[config.mk]
export PLATFORM = sky130hd
export DESIGN_NAME = riscv_multicycle_ctrl_flat
export DESIGN_NICKNAME = d
export VERILOG_FILES = /design/src/rtl/riscv_multicycle_ctrl_pkg.sv /design/src/rtl/riscv_multicycle_ctrl_if.sv /design/src/rtl/riscv_multicycle_ctrl_classify.sv /design/src/rtl/riscv_multicycle_ctrl.sv /design/src/flat_wrapper.sv
export SDC_FILE = /design/constraint.sdc
export NUM_CORES = 1
export LEC_CHECK = 0
export CAP_MARGIN = 20
export CORE_UTILIZATION = 50
export CTS_BUF_LIST = sky130_fd_sc_hd__clkbuf_4 sky130_fd_sc_hd__clkbuf_8
export CTS_CLUSTER_SIZE = 40
export DETAILED_ROUTE_END_ITERATION = 10
export PLACE_DENSITY = 0.88
export REMOVE_ABC_BUFFERS = 1
export SLEW_MARGIN = 30
export SYNTH_ARGS = -nofsm -noshare
export SYNTH_HDL_FRONTEND = slang
export SYNTH_HIERARCHICAL = 1
export SYNTH_SLANG_ARGS = --single-unit
[constraint.sdc]
create_clock -name clk -period 4.7 [get_ports clk]
set_input_delay 0.94 -clock clk [delete_from_list [all_inputs] [get_ports clk]]
set_output_delay 0.94 -clock clk [all_outputs]
set_load 0.02 [all_outputs]
[src/rtl/riscv_multicycle_ctrl_pkg.sv]
// Shared types and constants for the multi-cycle RISC-V control path:
// instruction classes, immediate formats, sequencer states, mux selects
// and trap causes.
package riscv_multicycle_ctrl_pkg;

  typedef enum logic [2:0] {
    R_TYPE,
    I_TYPE,
    S_TYPE,
    B_TYPE,
    U_TYPE,
    J_TYPE,
    UNKNOWN_TYPE
  } instruction_type_e;

  typedef enum logic [2:0] {
    IMM_NONE,
    IMM_I,
    IMM_S,
    IMM_B,
    IMM_U,
    IMM_J
  } imm_type_e;

  typedef enum logic [2:0] {
    FETCH,
    FETCH_WAIT,
    DECODE,
    EXECUTE,
    MEM,
    MEM_WAIT,
    WRITEBACK,
    TRAP
  } ctrl_state_e;

  typedef enum logic [1:0] {
    PC_PLUS4 = 2'd0,
    PC_IMM   = 2'd1,
    PC_ALU   = 2'd2
  } pc_sel_e;

  typedef enum logic [1:0] {
    WB_ALU = 2'd0,
    WB_MEM = 2'd1,
    WB_PC4 = 2'd2,
    WB_IMM = 2'd3
  } wb_sel_e;

  typedef enum logic [1:0] {
    CAUSE_NONE     = 2'd0,
    CAUSE_ILLEGAL  = 2'd1,
    CAUSE_IMEM_TMO = 2'd2,
    CAUSE_DMEM_TMO = 2'd3
  } trap_cause_e;

  localparam logic [6:0] OPC_OP     = 7'b0110011;
  localparam logic [6:0] OPC_OP_IMM = 7'b0010011;
  localparam logic [6:0] OPC_LOAD   = 7'b0000011;
  localparam logic [6:0] OPC_JALR   = 7'b1100111;
  localparam logic [6:0] OPC_STORE  = 7'b0100011;
  localparam logic [6:0] OPC_BRANCH = 7'b1100011;
  localparam logic [6:0] OPC_LUI    = 7'b0110111;
  localparam logic [6:0] OPC_AUIPC  = 7'b0010111;
  localparam logic [6:0] OPC_JAL    = 7'b1101111;

  // States in which the sequencer waits on a memory handshake and the
  // timeout counter runs.
  function automatic logic is_timed_state(input ctrl_state_e s);
    return (s == FETCH) || (s == FETCH_WAIT) || (s == MEM) || (s == MEM_WAIT);
  endfunction

endpackage

[src/rtl/riscv_multicycle_ctrl_if.sv]
// Instruction- and data-memory valid/ready handshake bundle. The
// controller drives requests (master); the memory side answers (slave).
interface riscv_multicycle_ctrl_if;

  logic        imem_req_valid_o;
  logic        imem_req_ready_i;
  logic        imem_rsp_valid_i;
  logic [31:0] imem_rsp_data_i;
  logic        dmem_req_valid_o;
  logic        dmem_we_o;
  logic        dmem_req_ready_i;
  logic        dmem_rsp_valid_i;

  modport master (
    output imem_req_valid_o,
    input  imem_req_ready_i,
    input  imem_rsp_valid_i,
    input  imem_rsp_data_i,
    output dmem_req_valid_o,
    output dmem_we_o,
    input  dmem_req_ready_i,
    input  dmem_rsp_valid_i
  );

  modport slave (
    input  imem_req_valid_o,
    output imem_req_ready_i,
    output imem_rsp_valid_i,
    output imem_rsp_data_i,
    input  dmem_req_valid_o,
    input  dmem_we_o,
    output dmem_req_ready_i,
    output dmem_rsp_valid_i
  );

endinterface

[src/rtl/riscv_multicycle_ctrl_classify.sv]
// Combinational instruction classifier: maps the opcode field of an
// instruction word to its class, immediate format and the few opcode
// flags the sequencer needs. Kept standalone so a pipelined core can
// reuse it in its decode stage.
module riscv_instr_classify
  import riscv_multicycle_ctrl_pkg::*;
(
  input  logic [31:0]       i_ir,
  output instruction_type_e o_instr_type,
  output imm_type_e         o_imm_type,
  output logic              o_is_load,
  output logic              o_is_jal,
  output logic              o_is_jalr,
  output logic              o_is_lui
);

  logic [6:0] w_opcode;
  logic       w_unused_ir;

  assign w_opcode    = i_ir[6:0];
  assign w_unused_ir = ^i_ir[31:7];

  assign o_is_load = (w_opcode == OPC_LOAD);
  assign o_is_jal  = (w_opcode == OPC_JAL);
  assign o_is_jalr = (w_opcode == OPC_JALR);
  assign o_is_lui  = (w_opcode == OPC_LUI);

  // Opcode to class / immediate-format lookup; anything unlisted is illegal.
  always_comb begin
    o_instr_type = UNKNOWN_TYPE;
    o_imm_type   = IMM_NONE;
    case (w_opcode)
      OPC_OP: begin
        o_instr_type = R_TYPE;
        o_imm_type   = IMM_NONE;
      end
      OPC_OP_IMM, OPC_LOAD, OPC_JALR: begin
        o_instr_type = I_TYPE;
        o_imm_type   = IMM_I;
      end
      OPC_STORE: begin
        o_instr_type = S_TYPE;
        o_imm_type   = IMM_S;
      end
      OPC_BRANCH: begin
        o_instr_type = B_TYPE;
        o_imm_type   = IMM_B;
      end
      OPC_LUI, OPC_AUIPC: begin
        o_instr_type = U_TYPE;
        o_imm_type   = IMM_U;
      end
      OPC_JAL: begin
        o_instr_type = J_TYPE;
        o_imm_type   = IMM_J;
      end
      default: begin
        o_instr_type = UNKNOWN_TYPE;
        o_imm_type   = IMM_NONE;
      end
    endcase
  end

endmodule

[src/rtl/riscv_multicycle_ctrl.sv]
// Multi-cycle sequencer for the toy RISC-V core. Owns the instruction
// register, walks each instruction through fetch/decode/execute/memory/
// writeback, drives the memory handshakes and datapath strobes, counts
// retired instructions and halts in TRAP on illegal opcodes or on a
// memory handshake that stalls for TIMEOUT_CYCLES cycles.
module riscv_multicycle_ctrl
  import riscv_multicycle_ctrl_pkg::*;
#(
  parameter int          CNT_W          = 32,
  parameter int unsigned TIMEOUT_CYCLES = 255
) (
  input  logic                      clk,
  input  logic                      rst,
  riscv_multicycle_ctrl_if.master   bus,
  output logic [31:0]               ir_o,
  output instruction_type_e         instr_type_o,
  output imm_type_e                 imm_type_o,
  input  logic                      branch_taken_i,
  output logic                      pc_write_o,
  output logic [1:0]                pc_sel_o,
  output logic                      rf_we_o,
  output logic [1:0]                wb_sel_o,
  output logic [CNT_W-1:0]          retire_cnt_o,
  output logic                      trap_o,
  output logic [1:0]                trap_cause_o
);

  // Value of the timeout counter on the last permitted waiting cycle.
  localparam logic [31:0] TMO_LAST = 32'(TIMEOUT_CYCLES - 1);

  ctrl_state_e       r_state;
  ctrl_state_e       w_state_nxt;
  logic [31:0]       r_ir;
  logic [CNT_W-1:0]  r_retire_cnt;
  logic [31:0]       r_tmo_cnt;
  trap_cause_e       r_trap_cause;
  trap_cause_e       w_trap_cause_nxt;

  instruction_type_e w_instr_type;
  imm_type_e         w_imm_type;
  logic              w_is_load;
  logic              w_is_jal;
  logic              w_is_jalr;
  logic              w_is_lui;

  logic              w_tmo_hit;
  logic              w_retire;
  logic              w_imem_req_valid;
  logic              w_dmem_req_valid;
  logic              w_dmem_we;
  logic              w_rf_we;
  pc_sel_e           w_pc_sel;
  wb_sel_e           w_wb_sel;

  riscv_instr_classify u_classify (
    .i_ir         (r_ir),
    .o_instr_type (w_instr_type),
    .o_imm_type   (w_imm_type),
    .o_is_load    (w_is_load),
    .o_is_jal     (w_is_jal),
    .o_is_jalr    (w_is_jalr),
    .o_is_lui     (w_is_lui)
  );

  // A zero TIMEOUT_CYCLES never fires.
  assign w_tmo_hit = (TIMEOUT_CYCLES != 0) && (r_tmo_cnt == TMO_LAST);

  // Next-state and per-state strobes; a handshake completing this cycle
  // is tested before the timeout so it always wins the tie.
  always_comb begin
    w_state_nxt      = r_state;
    w_trap_cause_nxt = CAUSE_NONE;
    w_retire         = 1'b0;
    w_imem_req_valid = 1'b0;
    w_dmem_req_valid = 1'b0;
    w_dmem_we        = 1'b0;
    w_rf_we          = 1'b0;
    w_pc_sel         = PC_PLUS4;
    w_wb_sel         = WB_ALU;
    case (r_state)
      FETCH: begin
        w_imem_req_valid = 1'b1;
        if (bus.imem_req_ready_i) begin
          w_state_nxt = FETCH_WAIT;
        end else if (w_tmo_hit) begin
          w_state_nxt      = TRAP;
          w_trap_cause_nxt = CAUSE_IMEM_TMO;
        end
      end
      FETCH_WAIT: begin
        if (bus.imem_rsp_valid_i) begin
          w_state_nxt = DECODE;
        end else if (w_tmo_hit) begin
          w_state_nxt      = TRAP;
          w_trap_cause_nxt = CAUSE_IMEM_TMO;
        end
      end
      DECODE: begin
        if (w_instr_type == UNKNOWN_TYPE) begin
          w_state_nxt      = TRAP;
          w_trap_cause_nxt = CAUSE_ILLEGAL;
        end else begin
          w_state_nxt = EXECUTE;
        end
      end
      EXECUTE: begin
        if (w_is_load || (w_instr_type == S_TYPE)) begin
          w_state_nxt = MEM;
        end else if (w_instr_type == B_TYPE) begin
          w_retire = 1'b1;
          if (branch_taken_i) begin
            w_pc_sel = PC_IMM;
          end
        end else begin
          w_state_nxt = WRITEBACK;
        end
      end
      MEM: begin
        w_dmem_req_valid = 1'b1;
        w_dmem_we        = (w_instr_type == S_TYPE);
        if (bus.dmem_req_ready_i) begin
          w_state_nxt = MEM_WAIT;
        end else if (w_tmo_hit) begin
          w_state_nxt      = TRAP;
          w_trap_cause_nxt = CAUSE_DMEM_TMO;
        end
      end
      MEM_WAIT: begin
        if (bus.dmem_rsp_valid_i) begin
          if (w_instr_type == S_TYPE) begin
            w_retire = 1'b1;
          end else begin
            w_state_nxt = WRITEBACK;
          end
        end else if (w_tmo_hit) begin
          w_state_nxt      = TRAP;
          w_trap_cause_nxt = CAUSE_DMEM_TMO;
        end
      end
      WRITEBACK: begin
        w_rf_we  = 1'b1;
        w_retire = 1'b1;
        if (w_is_load) begin
          w_wb_sel = WB_MEM;
        end else if (w_is_jal || w_is_jalr) begin
          w_wb_sel = WB_PC4;
        end else if (w_is_lui) begin
          w_wb_sel = WB_IMM;
        end
        if (w_is_jal) begin
          w_pc_sel = PC_IMM;
        end else if (w_is_jalr) begin
          w_pc_sel = PC_ALU;
        end
      end
      TRAP: begin
        w_state_nxt = TRAP;
      end
      default: begin
        w_state_nxt = FETCH;
      end
    endcase
    // Every retiring state updates the PC and returns to fetch.
    if (w_retire) begin
      w_state_nxt = FETCH;
    end
  end

  // Sequencer state register.
  always_ff @(posedge clk or posedge rst) begin
    if (rst) begin
      r_state <= FETCH;
    end else begin
      r_state <= w_state_nxt;
    end
  end

  // Capture the fetched instruction when its response arrives.
  always_ff @(posedge clk or posedge rst) begin
    if (rst) begin
      r_ir <= '0;
    end else if ((r_state == FETCH_WAIT) && bus.imem_rsp_valid_i) begin
      r_ir <= bus.imem_rsp_data_i;
    end
  end

  // Retired-instruction count, wrapping modulo 2^CNT_W.
  always_ff @(posedge clk or posedge rst) begin
    if (rst) begin
      r_retire_cnt <= '0;
    end else if (w_retire) begin
      r_retire_cnt <= r_retire_cnt + CNT_W'(1);
    end
  end

  // Cycles spent in the current memory-wait state; restarts on any state change.
  always_ff @(posedge clk or posedge rst) begin
    if (rst) begin
      r_tmo_cnt <= '0;
    end else if (w_state_nxt != r_state) begin
      r_tmo_cnt <= '0;
    end else if (is_timed_state(r_state)) begin
      r_tmo_cnt <= r_tmo_cnt + 32'd1;
    end
  end

  // Latch the trap cause on entry to TRAP; it stays until reset.
  always_ff @(posedge clk or posedge rst) begin
    if (rst) begin
      r_trap_cause <= CAUSE_NONE;
    end else if ((r_state != TRAP) && (w_state_nxt == TRAP)) begin
      r_trap_cause <= w_trap_cause_nxt;
    end
  end

  assign bus.imem_req_valid_o = w_imem_req_valid;
  assign bus.dmem_req_valid_o = w_dmem_req_valid;
  assign bus.dmem_we_o        = w_dmem_we;

  assign ir_o         = r_ir;
  assign instr_type_o = w_instr_type;
  assign imm_type_o   = w_imm_type;
  assign pc_write_o   = w_retire;
  assign pc_sel_o     = w_pc_sel;
  assign rf_we_o      = w_rf_we;
  assign wb_sel_o     = w_wb_sel;
  assign retire_cnt_o = r_retire_cnt;
  assign trap_o       = (r_state == TRAP);
  assign trap_cause_o = r_trap_cause;

endmodule

[src/flat_wrapper.sv]
// flat-port wrapper written by rule: the top's interface ports become plain ports
module riscv_multicycle_ctrl_flat import riscv_multicycle_ctrl_pkg::*;
#(
  parameter int          CNT_W          = 32,
  parameter int unsigned TIMEOUT_CYCLES = 255
)
  (clk, rst, ir_o, instr_type_o, imm_type_o, branch_taken_i, pc_write_o, pc_sel_o, rf_we_o, wb_sel_o, retire_cnt_o, trap_o, trap_cause_o, bus_imem_req_valid_o, bus_imem_req_ready_i, bus_imem_rsp_valid_i, bus_imem_rsp_data_i, bus_dmem_req_valid_o, bus_dmem_we_o, bus_dmem_req_ready_i, bus_dmem_rsp_valid_i);
  riscv_multicycle_ctrl_if bus_i ();
  input  logic clk;
  input  logic rst;
  output logic [31:0] ir_o;
  output instruction_type_e instr_type_o;
  output imm_type_e imm_type_o;
  input  logic branch_taken_i;
  output logic pc_write_o;
  output logic [1:0] pc_sel_o;
  output logic rf_we_o;
  output logic [1:0] wb_sel_o;
  output logic [CNT_W-1:0] retire_cnt_o;
  output logic trap_o;
  output logic [1:0] trap_cause_o;
  output wire logic [$bits(bus_i.imem_req_valid_o)-1:0] bus_imem_req_valid_o;
  input wire logic [$bits(bus_i.imem_req_ready_i)-1:0] bus_imem_req_ready_i;
  input wire logic [$bits(bus_i.imem_rsp_valid_i)-1:0] bus_imem_rsp_valid_i;
  input wire logic [$bits(bus_i.imem_rsp_data_i)-1:0] bus_imem_rsp_data_i;
  output wire logic [$bits(bus_i.dmem_req_valid_o)-1:0] bus_dmem_req_valid_o;
  output wire logic [$bits(bus_i.dmem_we_o)-1:0] bus_dmem_we_o;
  input wire logic [$bits(bus_i.dmem_req_ready_i)-1:0] bus_dmem_req_ready_i;
  input wire logic [$bits(bus_i.dmem_rsp_valid_i)-1:0] bus_dmem_rsp_valid_i;
  assign bus_imem_req_valid_o = bus_i.imem_req_valid_o;
  assign bus_i.imem_req_ready_i = bus_imem_req_ready_i;
  assign bus_i.imem_rsp_valid_i = bus_imem_rsp_valid_i;
  assign bus_i.imem_rsp_data_i = bus_imem_rsp_data_i;
  assign bus_dmem_req_valid_o = bus_i.dmem_req_valid_o;
  assign bus_dmem_we_o = bus_i.dmem_we_o;
  assign bus_i.dmem_req_ready_i = bus_dmem_req_ready_i;
  assign bus_i.dmem_rsp_valid_i = bus_dmem_rsp_valid_i;
  riscv_multicycle_ctrl #(.CNT_W(CNT_W), .TIMEOUT_CYCLES(TIMEOUT_CYCLES)) u_core (.clk(clk), .rst(rst), .bus(bus_i), .ir_o(ir_o), .instr_type_o(instr_type_o), .imm_type_o(imm_type_o), .branch_taken_i(branch_taken_i), .pc_write_o(pc_write_o), .pc_sel_o(pc_sel_o), .rf_we_o(rf_we_o), .wb_sel_o(wb_sel_o), .retire_cnt_o(retire_cnt_o), .trap_o(trap_o), .trap_cause_o(trap_cause_o));
endmodule
=== Word level (Yosys, flattened, before mapping) ===
Index checks and enable logic that the tools add are counted.
W data, S select, Z words.

* Word-level logic and storage cells: 83
* Input bits: 39
* Register bits after elaboration: 101
* Output and inout bits: 82

* Reductions and logical operators: 11
* $add $sub $neg: 2
* Equal/unequal tests: 23
* Mux-type cells: 42

{| class="wikitable"
|+ Operator list
! operator !! count
|-
| $add A32 B1 Y32 const B || 2
|-
| $mux W32 || 2
|-
| $eq A32 B8 Y1 const B || 1
|-
| $mux W3 || 10
|-
| $mux W2 || 14
|-
| $eq A7 B6 Y1 const B || 3
|-
| $eq A7 B7 Y1 const B || 3
|-
| $pmux W3 S7 || 1
|-
| $eq A3 B3 Y1 const B || 6
|-
| $pmux W3 S6 || 1
|-
| $pmux W3 S5 || 1
|-
| $eq A7 B5 Y1 const B || 2
|-
| $eq A3 B2 Y1 const B || 4
|-
| $mux W1 || 10
|-
| $pmux W2 S5 || 1
|-
| $eq A7 B2 Y1 const B || 1
|-
| $logic_or A1 B1 Y1 || 5
|-
| $pmux W2 S2 || 1
|-
| $eq A3 B1 Y1 const B || 1
|-
| $logic_not A3 Y1 || 1
|-
| $ne A3 B3 Y1 || 1
|-
| $ne A3 B3 Y1 const B || 1
|-
| $pmux W1 S3 || 1
|-
| $reduce_or A3 Y1 || 1
|-
| other kinds (3) || 4
|}

=== Depth between registers and ports, before layout ===
Gate-level depths: netlist (run 1).

* Depth after elaboration: 10
* Mapped depth: 10
* Gate-level depth less buffers: 9

=== Modules after synthesis ===
Netlist (run 1), hierarchy kept.

{| class="wikitable"
|+ Modules (own cells, without submodules)
! module !! sequential area each (sq um) !! cells an instance !! times used !! area an instance (sq um)
|-
| riscv_multicycle_ctrl || 2527.4 || 446 || 1 || 4815.9
|-
| riscv_instr_classify || 0.0 || 25 || 1 || 145.1
|}

=== Worst setup path after synthesis (run 1) ===
No wires, ideal clock.

* Path kind: reg-to-output
* Start: reg u_core.r_ir[5] (netlist: u_core/ir_o[5])
* End: out pc_write_o
* Setup slack: 1.581 ns
* Required time: 3.760 ns
* Path buffers: 1
* Data arrival time: 2.179 ns
* Stages on the path, launching flop included: 8
* Path through: dfrtp_1 nor2b_4 a21oi_1 or3_1 nor3b_1 a22o_1 a22o_1 buf_2

* Word-level cells in the longest chain between the ends: 7

{| class="wikitable"
|+ Ends and longest elaborated chain
! element !! RTL line !! text
|-
| start, declared || riscv_multicycle_ctrl.sv:33 || <nowiki>logic [31:0] r_ir;</nowiki>
|-
| start signal, assigned || riscv_multicycle_ctrl.sv:183 || <nowiki>r_ir <= bus.imem_rsp_data_i;</nowiki>
|-
| $eq A7 B5 Y1, or another cell as far along || riscv_multicycle_ctrl_classify.sv:32 || <nowiki>case (w_opcode)</nowiki>
|-
| $reduce_or A3 Y1 / $reduce_or A2 Y1 (equally long branches) || riscv_multicycle_ctrl_classify.sv:32 ||
|-
| $pmux W3 S6 (*) || riscv_multicycle_ctrl_classify.sv:32 ||
|-
| via instr_type_o[2] || flat_wrapper.sv:12 || <nowiki>output instruction_type_e instr_type_o;</nowiki>
|-
| $eq A3 B2 Y1 (on tied branches) || riscv_multicycle_ctrl.sv:107, riscv_multicycle_ctrl.sv:130, riscv_multicycle_ctrl.sv:109 ||
|-
| $mux W1, or another cell as far along || riscv_multicycle_ctrl.sv:130 || <nowiki>if (w_instr_type == S_TYPE) begin</nowiki>
|-
| $mux W1 (on tied branches) || riscv_multicycle_ctrl.sv:129, riscv_multicycle_ctrl.sv:107 ||
|-
| $pmux W1 S3 (*) || riscv_multicycle_ctrl.sv:80 || <nowiki>case (r_state)</nowiki>
|-
| end, declared || flat_wrapper.sv:15 || <nowiki>output logic pc_write_o;</nowiki>
|}

Mark *: on every way through the listed nets, which the timed path passes. The rest lies on a longest branch.

=== Worst setup path in the final report (run 1) ===
* Start: reg u_core.r_ir[4] (netlist: u_core/ir_o[4])
* End: out pc_write_o

* Word-level cells in the longest chain between the ends: 7

{| class="wikitable"
|+ Ends and longest elaborated chain
! element !! RTL line
|-
| $eq A7 B5 Y1, or another cell as far along || riscv_multicycle_ctrl_classify.sv:32
|-
| $reduce_or A3 Y1 / $reduce_or A2 Y1 (equally long branches) || riscv_multicycle_ctrl_classify.sv:32
|-
| $pmux W3 S6 || riscv_multicycle_ctrl_classify.sv:32
|-
| $eq A3 B2 Y1 (on tied branches) || riscv_multicycle_ctrl.sv:107, riscv_multicycle_ctrl.sv:130, riscv_multicycle_ctrl.sv:109
|-
| $mux W1, or another cell as far along || riscv_multicycle_ctrl.sv:130
|-
| $mux W1 (on tied branches) || riscv_multicycle_ctrl.sv:129, riscv_multicycle_ctrl.sv:107
|-
| $pmux W1 S3 (*) || riscv_multicycle_ctrl.sv:80
|}

Mark *: on every way between the ends. The rest lies on a longest branch, timed or not.

==> flow_summary_export.csv, run 1 <==
group,metric,value,unit
status,status,"completed",
setup_path,startpoint_type,"register",
clock_network,cts_buffers,9,
timing,fin_skew,14.7,ps
global_route,grt.total_usage,25.2,%
yosys,netlist_instances,471,
pwr,p_leak,2.71,nW
route,viasPerCell,5.64,
clock_network,cts.clk_slew.worst_paths,120,ps
global_route,grt_pass1_vias,4178,
die,fp.dieW,102,um
clock_network,clock_sinks,101,
clock_network,postCtsHoldBufs,0,
yosys,synth_edf_count,0,
global_route,overflow,0,
final_layout,stdcell_area,6490,um^2
route,detail-route-antenna-nets,0,
route,wl_per_cell,16.8,um
timing,hold_viol_final,0,
timing,drv_slew,0,
timing,slew_headroom,46.8,%
route,drc,0,
die,io_pins,121,
route,first_pass_iters,5,
final_layout,fillers,656,
final_layout,multi_input_area,2310,um^2
clock_network,postCtsResizedCells,0,
timing,rsz0062_at_grt,"false",
setup_path,r2r_start,"u_core/ir_o[4]",
die,floorplan.initialDensity,52.7,%
pwr,p_per_area,230,nW/um^2
worst_hold_path,hold_class,"reg2reg",
yosys,synth_seq_cells,101,
setup_path,critical_path_class,"reg2out",
route,wirelength,12.1,mm
global_route,antenna_found_initial,0,
timing,tns,0,ps
clock_network,post_cts_buffers,0,
yosys,synth_area_leader_cell,"dfrtp_1",
clock_network,clk_path_buf_depth,2,
yosys,yosys_most_used_dff,"dfrtp_1",
global_route,grt_start_max_net_pins,86,
yosys,syn_area_per_cell,10.5,um^2
final_layout,ff_latch_area,2530,um^2
timing,worst_slack,760,ps
timing,setup_viol,0,
route,drt_iter0_markers,370,
worst_hold_path,min_from,"u_core/retire_cnt_o[31]",
timing,worst_pin_slew,798,ps
place,placed_cell_area,6280,um^2
yosys,async_reset_ff_share,100,%
final_layout,diodes,0,
clock_network,htreeDepth,3,
clock_network,cts_tree,"done",
timing,fmax,0.254,GHz
yosys,ys_types,56,
yosys,synth_seq_area_share,50.9,%
place,port_buffers,120,
setup_path,required,3760,ps
clock_network,clk_latency,370,ps
final_layout,area_growth,30.8,%
route,vias,4069,
flow_run,cap_violations,0,
yosys,yosysWarnings,6,
setup_path,cp_max_fo,7,
die,dieHeight,102,um
pwr,peakVddDrop,204,uV
final_layout,drive_above_1_share,10.3,%
place,dp_hpwl,8.66,mm
die,coreArea,9420,um^2
place,gp_congestion,0.892,
die,rows,35,
setup_path,crit_arrival,3000,ps
die,die_area,10300,um^2
setup_path,cp-end-kind,"output pin",
clock_network,clock-root-buffer,"clkbuf_8",
timing,min_period,3940,ps
yosys,netlist_area,4960,um^2
place,preCtsSetupSlack,1110,ps
final_layout,final_nets,629,
yosys,synth_top_cell_area_share,50.9,%
yosys,yosys-top-cells-area,"dfrtp_1, mux2_2, xor2_1",
setup_path,cp-startpoint,"u_core/ir_o[4]",
timing,post-route-period-util,83.8,%
global_route,grt_pass1_wl,20.1,mm
## flip-flops by register name, indices dropped and copies added, names as in the netlist
register,count
u_core/trap_cause_o,2
u_core/r_state,3
u_core/ir_o,32
u_core/r_tmo_cnt,32
u_core/retire_cnt_o,32
## placed cells by master (no fill, tap or decap), types with 4 or more instances in the layout
master | synthesis | routed
clkdlybuf4s50_1 | 0 | 120
dfrtp_1 | 101 | 101
nor2_1 | 62 | 62
mux2_2 | 33 | 33
xor2_1 | 31 | 31
nand3_1 | 30 | 30
xnor2_1 | 28 | 28
nand2_1 | 25 | 25
nand4_1 | 16 | 16
and3_1 | 11 | 11
a21oi_1 | 10 | 10
inv_1 | 11 | 10
nor3_1 | 10 | 10
clkbuf_8 | 0 | 9
and4_1 | 9 | 9
o21ai_0 | 6 | 6
nor4_1 | 6 | 6
or3_1 | 5 | 5
nand2b_1 | 4 | 4
buf_4 | 0 | 4
## power breakdown
group / internal [W] / leakage [nW] / switching, W
Sequential: 0.000869 / 1.26 / 0.000000314
Combinational: 0.0000299 / 1.35 / 0.0000244
Clock: 0.000216 / 0.101 / 0.000356
Total: 0.00111 / 2.71 / 0.000381
## cell type report
| class | instances | share of cell area, % |
|---|---|---|
| Multi-Input combinational cell | 339 | 35.5 |
| Timing Repair Buffer | 124 | 19.0 |
| Clock buffer | 9 | 1.91 |
| Inverter | 12 | 0.771 |
| Tap cell | 129 | 2.49 |
| Sequential cell | 101 | 38.9 |
| Clock inverter | 7 | 1.39 |
## worst paths after layout
path                                      endpoint  slack [ps]  cells after the start
min                        u_core/retire_cnt_o[31]         480                      1
min reg2reg                u_core/retire_cnt_o[31]         480                      1
max reg2reg                u_core/retire_cnt_o[10]        1700                     10
min in group asynchronous          u_core/ir_o[21]        1070                      2
max in group asynchronous           u_core/ir_o[7]        2910                      3
max                                     pc_write_o         760                      7
## worst max-delay path, cell delays in order, from the launching register on
cell             delay [ps]
dfrtp_1                 480
nor2b_4                 190
a21oi_1                  90
or3_1                   410
nor3b_1                 390
a22o_1                  190
a22o_1                  230
clkdlybuf4s50_1         650
## cell families after synthesis
| group | Yosys count | synth area share, % |
|---|---|---|
| buf+inv | 31 | 2.57 |
| mux | 34 | 7.69 |
| fa+ha+maj | 3 | 0.757 |
| compound gates | 40 | 5.67 |
| flops | 101 | 50.9 |
| xor+xnor | 59 | 10.4 |
| simple gates | 203 | 21.9 |
## Yosys cell counts, types with 3 or more instances
library cell,instances
or3_1,5
a21oi_1,10
mux2_2,33
o21ai_0,6
nor4_1,6
nand2_1,25
nand4_1,16
dfrtp_1,101
o31ai_1,3
nand2b_1,4
inv_1,11
and2_1,3
xnor2_1,28
buf_2,3
and4_1,9
nor3b_1,3
ha_1,3
clkbuf_1,13
nor3_1,10
and3_1,11
nand3_1,30
nor2_1,62
xor2_1,31
## per-layer routing
metal / wire length (um) / GRT usage [%] / share of wire (%) / vias to the layer above
li1: - / - / - / 1885
met1: 4930 / 30.5 / 41 / 2002
met2: 6090 / 43.1 / 50 / 170
met3: 928 / 7.66 / 7.7 / 12
met4: 183 / 7.80 / 1.5 / 0
met5: 0 / 0 / 0 / -
## metrics by stage
step / std cells / power (W) / hold WS (ps) / utilization [%]
detailed placement: 705 / 0.000942 / 459 / 66.7
finish: 721 / 0.00150 / 479 / 68.9
floorplan: 452 / 0.000901 / 505 / -
CTS: 721 / 0.00151 / 478 / 68.9
global route: 721 / 0.00154 / 517 / 68.9
global placement: 705 / 0.000940 / 463 / 66.6
Power figures use the tool's default switching activity.
==> run 2: changes to the inputs <==
- clock period: 4.7 -> 3.9 ns (I/O delays scaled with it)
==> run 2 against run 1 <==
  * Clock skew decreased by 1.2 ps
  * Clock-buffer cell count unchanged
  * Register-to-register slack got worse by 900 ps
  * Flip-flop and latch count unchanged
  * Non-clock buffer count rose by 1
  * Sequential share of layout area down 0.052 points
  * Worst setup slack got worse by 540 ps
  * Total power up 18%
  * Worst hold slack improved by 1.9 ps
  * Clock power increased by 14%
  * Sequential power grew 21%
  * Critical path depth unchanged
  * Critical path type unchanged
  * Critical endpoint unchanged
  * Largest cell class unchanged
  * Largest power group unchanged
==> flow_summary_export.csv, run 2 (same netlist as run 1, synthesis figures left out) <==
group,metric,value,unit
clock_network,postCtsHoldBufs,0,
route,detail-route-antenna-nets,0,
clock_network,clk_latency,370,ps
route,wl_per_cell,16.8,um
die,rows,35,
pwr,p_per_area,271,nW/um^2
pwr,switching_power,0.000428,W
pwr,switching_share,24.2,%
route,drc,0,
flow_run,cap_violations,0,
route,wirelength,12.1,mm
setup_path,cp-end-kind,"output pin",
place,dp_hpwl,8.77,mm
die,dieHeight,102,um
final_layout,drive_above_1_share,10.6,%
pwr,comb_power_share,3.8,%
pwr,p_seq_share,59.4,%
global_route,grt_start_max_net_pins,66,
route,viasPerCell,5.61,
route,first_pass_iters,5,
die,coreArea,9420,um^2
clock_network,cts_tree,"done",
status,status,"completed",
global_route,overflow,0,
pwr,cell_internal_pwr,0.00134,W
timing,worst_pin_slew,802,ps
pwr,p_clk_share,36.8,%
setup_path,crit_arrival,2900,ps
place,placed_cell_area,6290,um^2
worst_hold_path,hold_class,"reg2reg",
die,die_area,10300,um^2
final_layout,diodes,0,
clock_network,clk_path_buf_depth,2,
die,io_pins,121,
setup_path,critical_path_class,"reg2out",
timing,hold_viol_final,0,
die,floorplan.initialDensity,52.7,%
pwr,p_leak,2.72,nW
clock_network,clock_sinks,101,
route,drt_iter0_markers,331,
final_layout,layout_commonest_cell,"clkdlybuf4s50_1",
timing,min_period,3680,ps
setup_path,required,3120,ps
timing,tns,0,ps
setup_path,startpoint_type,"register",
final_layout,stdcell_area,6500,um^2
clock_network,cts_buffers,9,
final_layout,area_growth,31.0,%
place,gp_congestion,0.927,
final_layout,fillers,681,
global_route,antenna_found_initial,0,
clock_network,clock-root-buffer,"clkbuf_8",
route,vias,4054,
setup_path,cp_max_fo,7,
global_route,grt.total_usage,24.7,%
place,port_buffers,120,
die,fp.dieW,102,um
timing,rsz0062_at_grt,"false",
global_route,grt_pass1_vias,4003,
clock_network,cts.clk_slew.worst_paths,100,ps
timing,setup_viol,0,
timing,slew_headroom,46.5,%
final_layout,mostFrequentLayoutCells,"clkdlybuf4s50_1, dfrtp_1, nor2_1, mux2_2, xor2_1",
global_route,grt_pass1_wl,19.7,mm
timing,post-route-period-util,94.5,%
timing,fin_skew,13.5,ps
timing,drv_slew,0,
pwr,peakVddDrop,233,uV
final_layout,final_nets,630,
clock_network,htreeDepth,3,
timing,fmax,0.271,GHz
[run 2: cell types whose count changed in the layout (fill, tap and decap cells not counted), sizes merged]
cell	change
buf	+1
clkinvlp	-1
inv	+1
[run 2: final cells by class]
type,instances,area [um^2],area share [%]
clock buffers,9,124,1.91
clock inverters,7,76.3,1.17
inverters,12,47.5,0.732
multi-input cells,339,2310,35.6
flip-flops and latches,101,2530,38.9
well taps,129,161,2.48
repair buffers,125,1250,19.3
[run 2: layer usage]
metal	vias up	part of all wire, %	GRT usage, %
met5	-	0	0
met3	39	7.3	7.25
met1	1968	40	30.2
met2	169	50	41.4
met4	0	3.1	9.59
li1	1878	-	-
[run 2: path summary, 6_finish.rpt]
kind | start | to | slack, ps | cells past startpoint
max | u_core/ir_o[4] | pc_write_o | 220 | 7
max reg2reg | u_core/ir_o[4] | u_core/r_tmo_cnt[1] | 800 | 11
max in group asynchronous | rst | u_core/r_tmo_cnt[9] | 2290 | 3
min reg2reg | u_core/retire_cnt_o[31] | u_core/retire_cnt_o[31] | 480 | 1
min in group asynchronous | rst | u_core/ir_o[13] | 890 | 2
min | u_core/retire_cnt_o[31] | u_core/retire_cnt_o[31] | 480 | 1
[run 2: power by group through the flow]
stage	Clock (W)	Combinational, W	Sequential (W)
final	0.000650	0.0000664	0.00105
after global routing	0.000708	0.0000738	0.00105
after CTS	0.000669	0.0000679	0.00105
after detailed placement	0	0.0000674	0.00107
after global placement	0	0.0000657	0.00107
after floorplan	0	0.0000174	0.00107
[run 2: per-stage QoR]
step / power [W] / hold WS (ps) / util [%] / std cells / worst slack, ps
floorplan: 0.00109 / 505 / - / 452 / 473
global placement: 0.00113 / 475 / 66.8 / 706 / 601
detailed placement: 0.00114 / 471 / 66.8 / 706 / 519
CTS: 0.00178 / 487 / 69.0 / 722 / 89.2
global route: 0.00183 / 505 / 69.0 / 722 / 76.6
finish: 0.00176 / 481 / 69.0 / 722 / 216
[run 2: repair_timing]
action	CTS	global route
resized for setup	0	1
endpoints found under the setup margin	0	1
setup buffers	0	0
[run 2: worst max-delay path, stage by stage, from the launching register on]
cell,delay [ps]
dfrtp_1,480
nor2b_4,190
a21oi_1,90
or3_1,420
nand4bb_1,250
nor2_1,200
a22o_1,270
clkdlybuf4s50_1,650
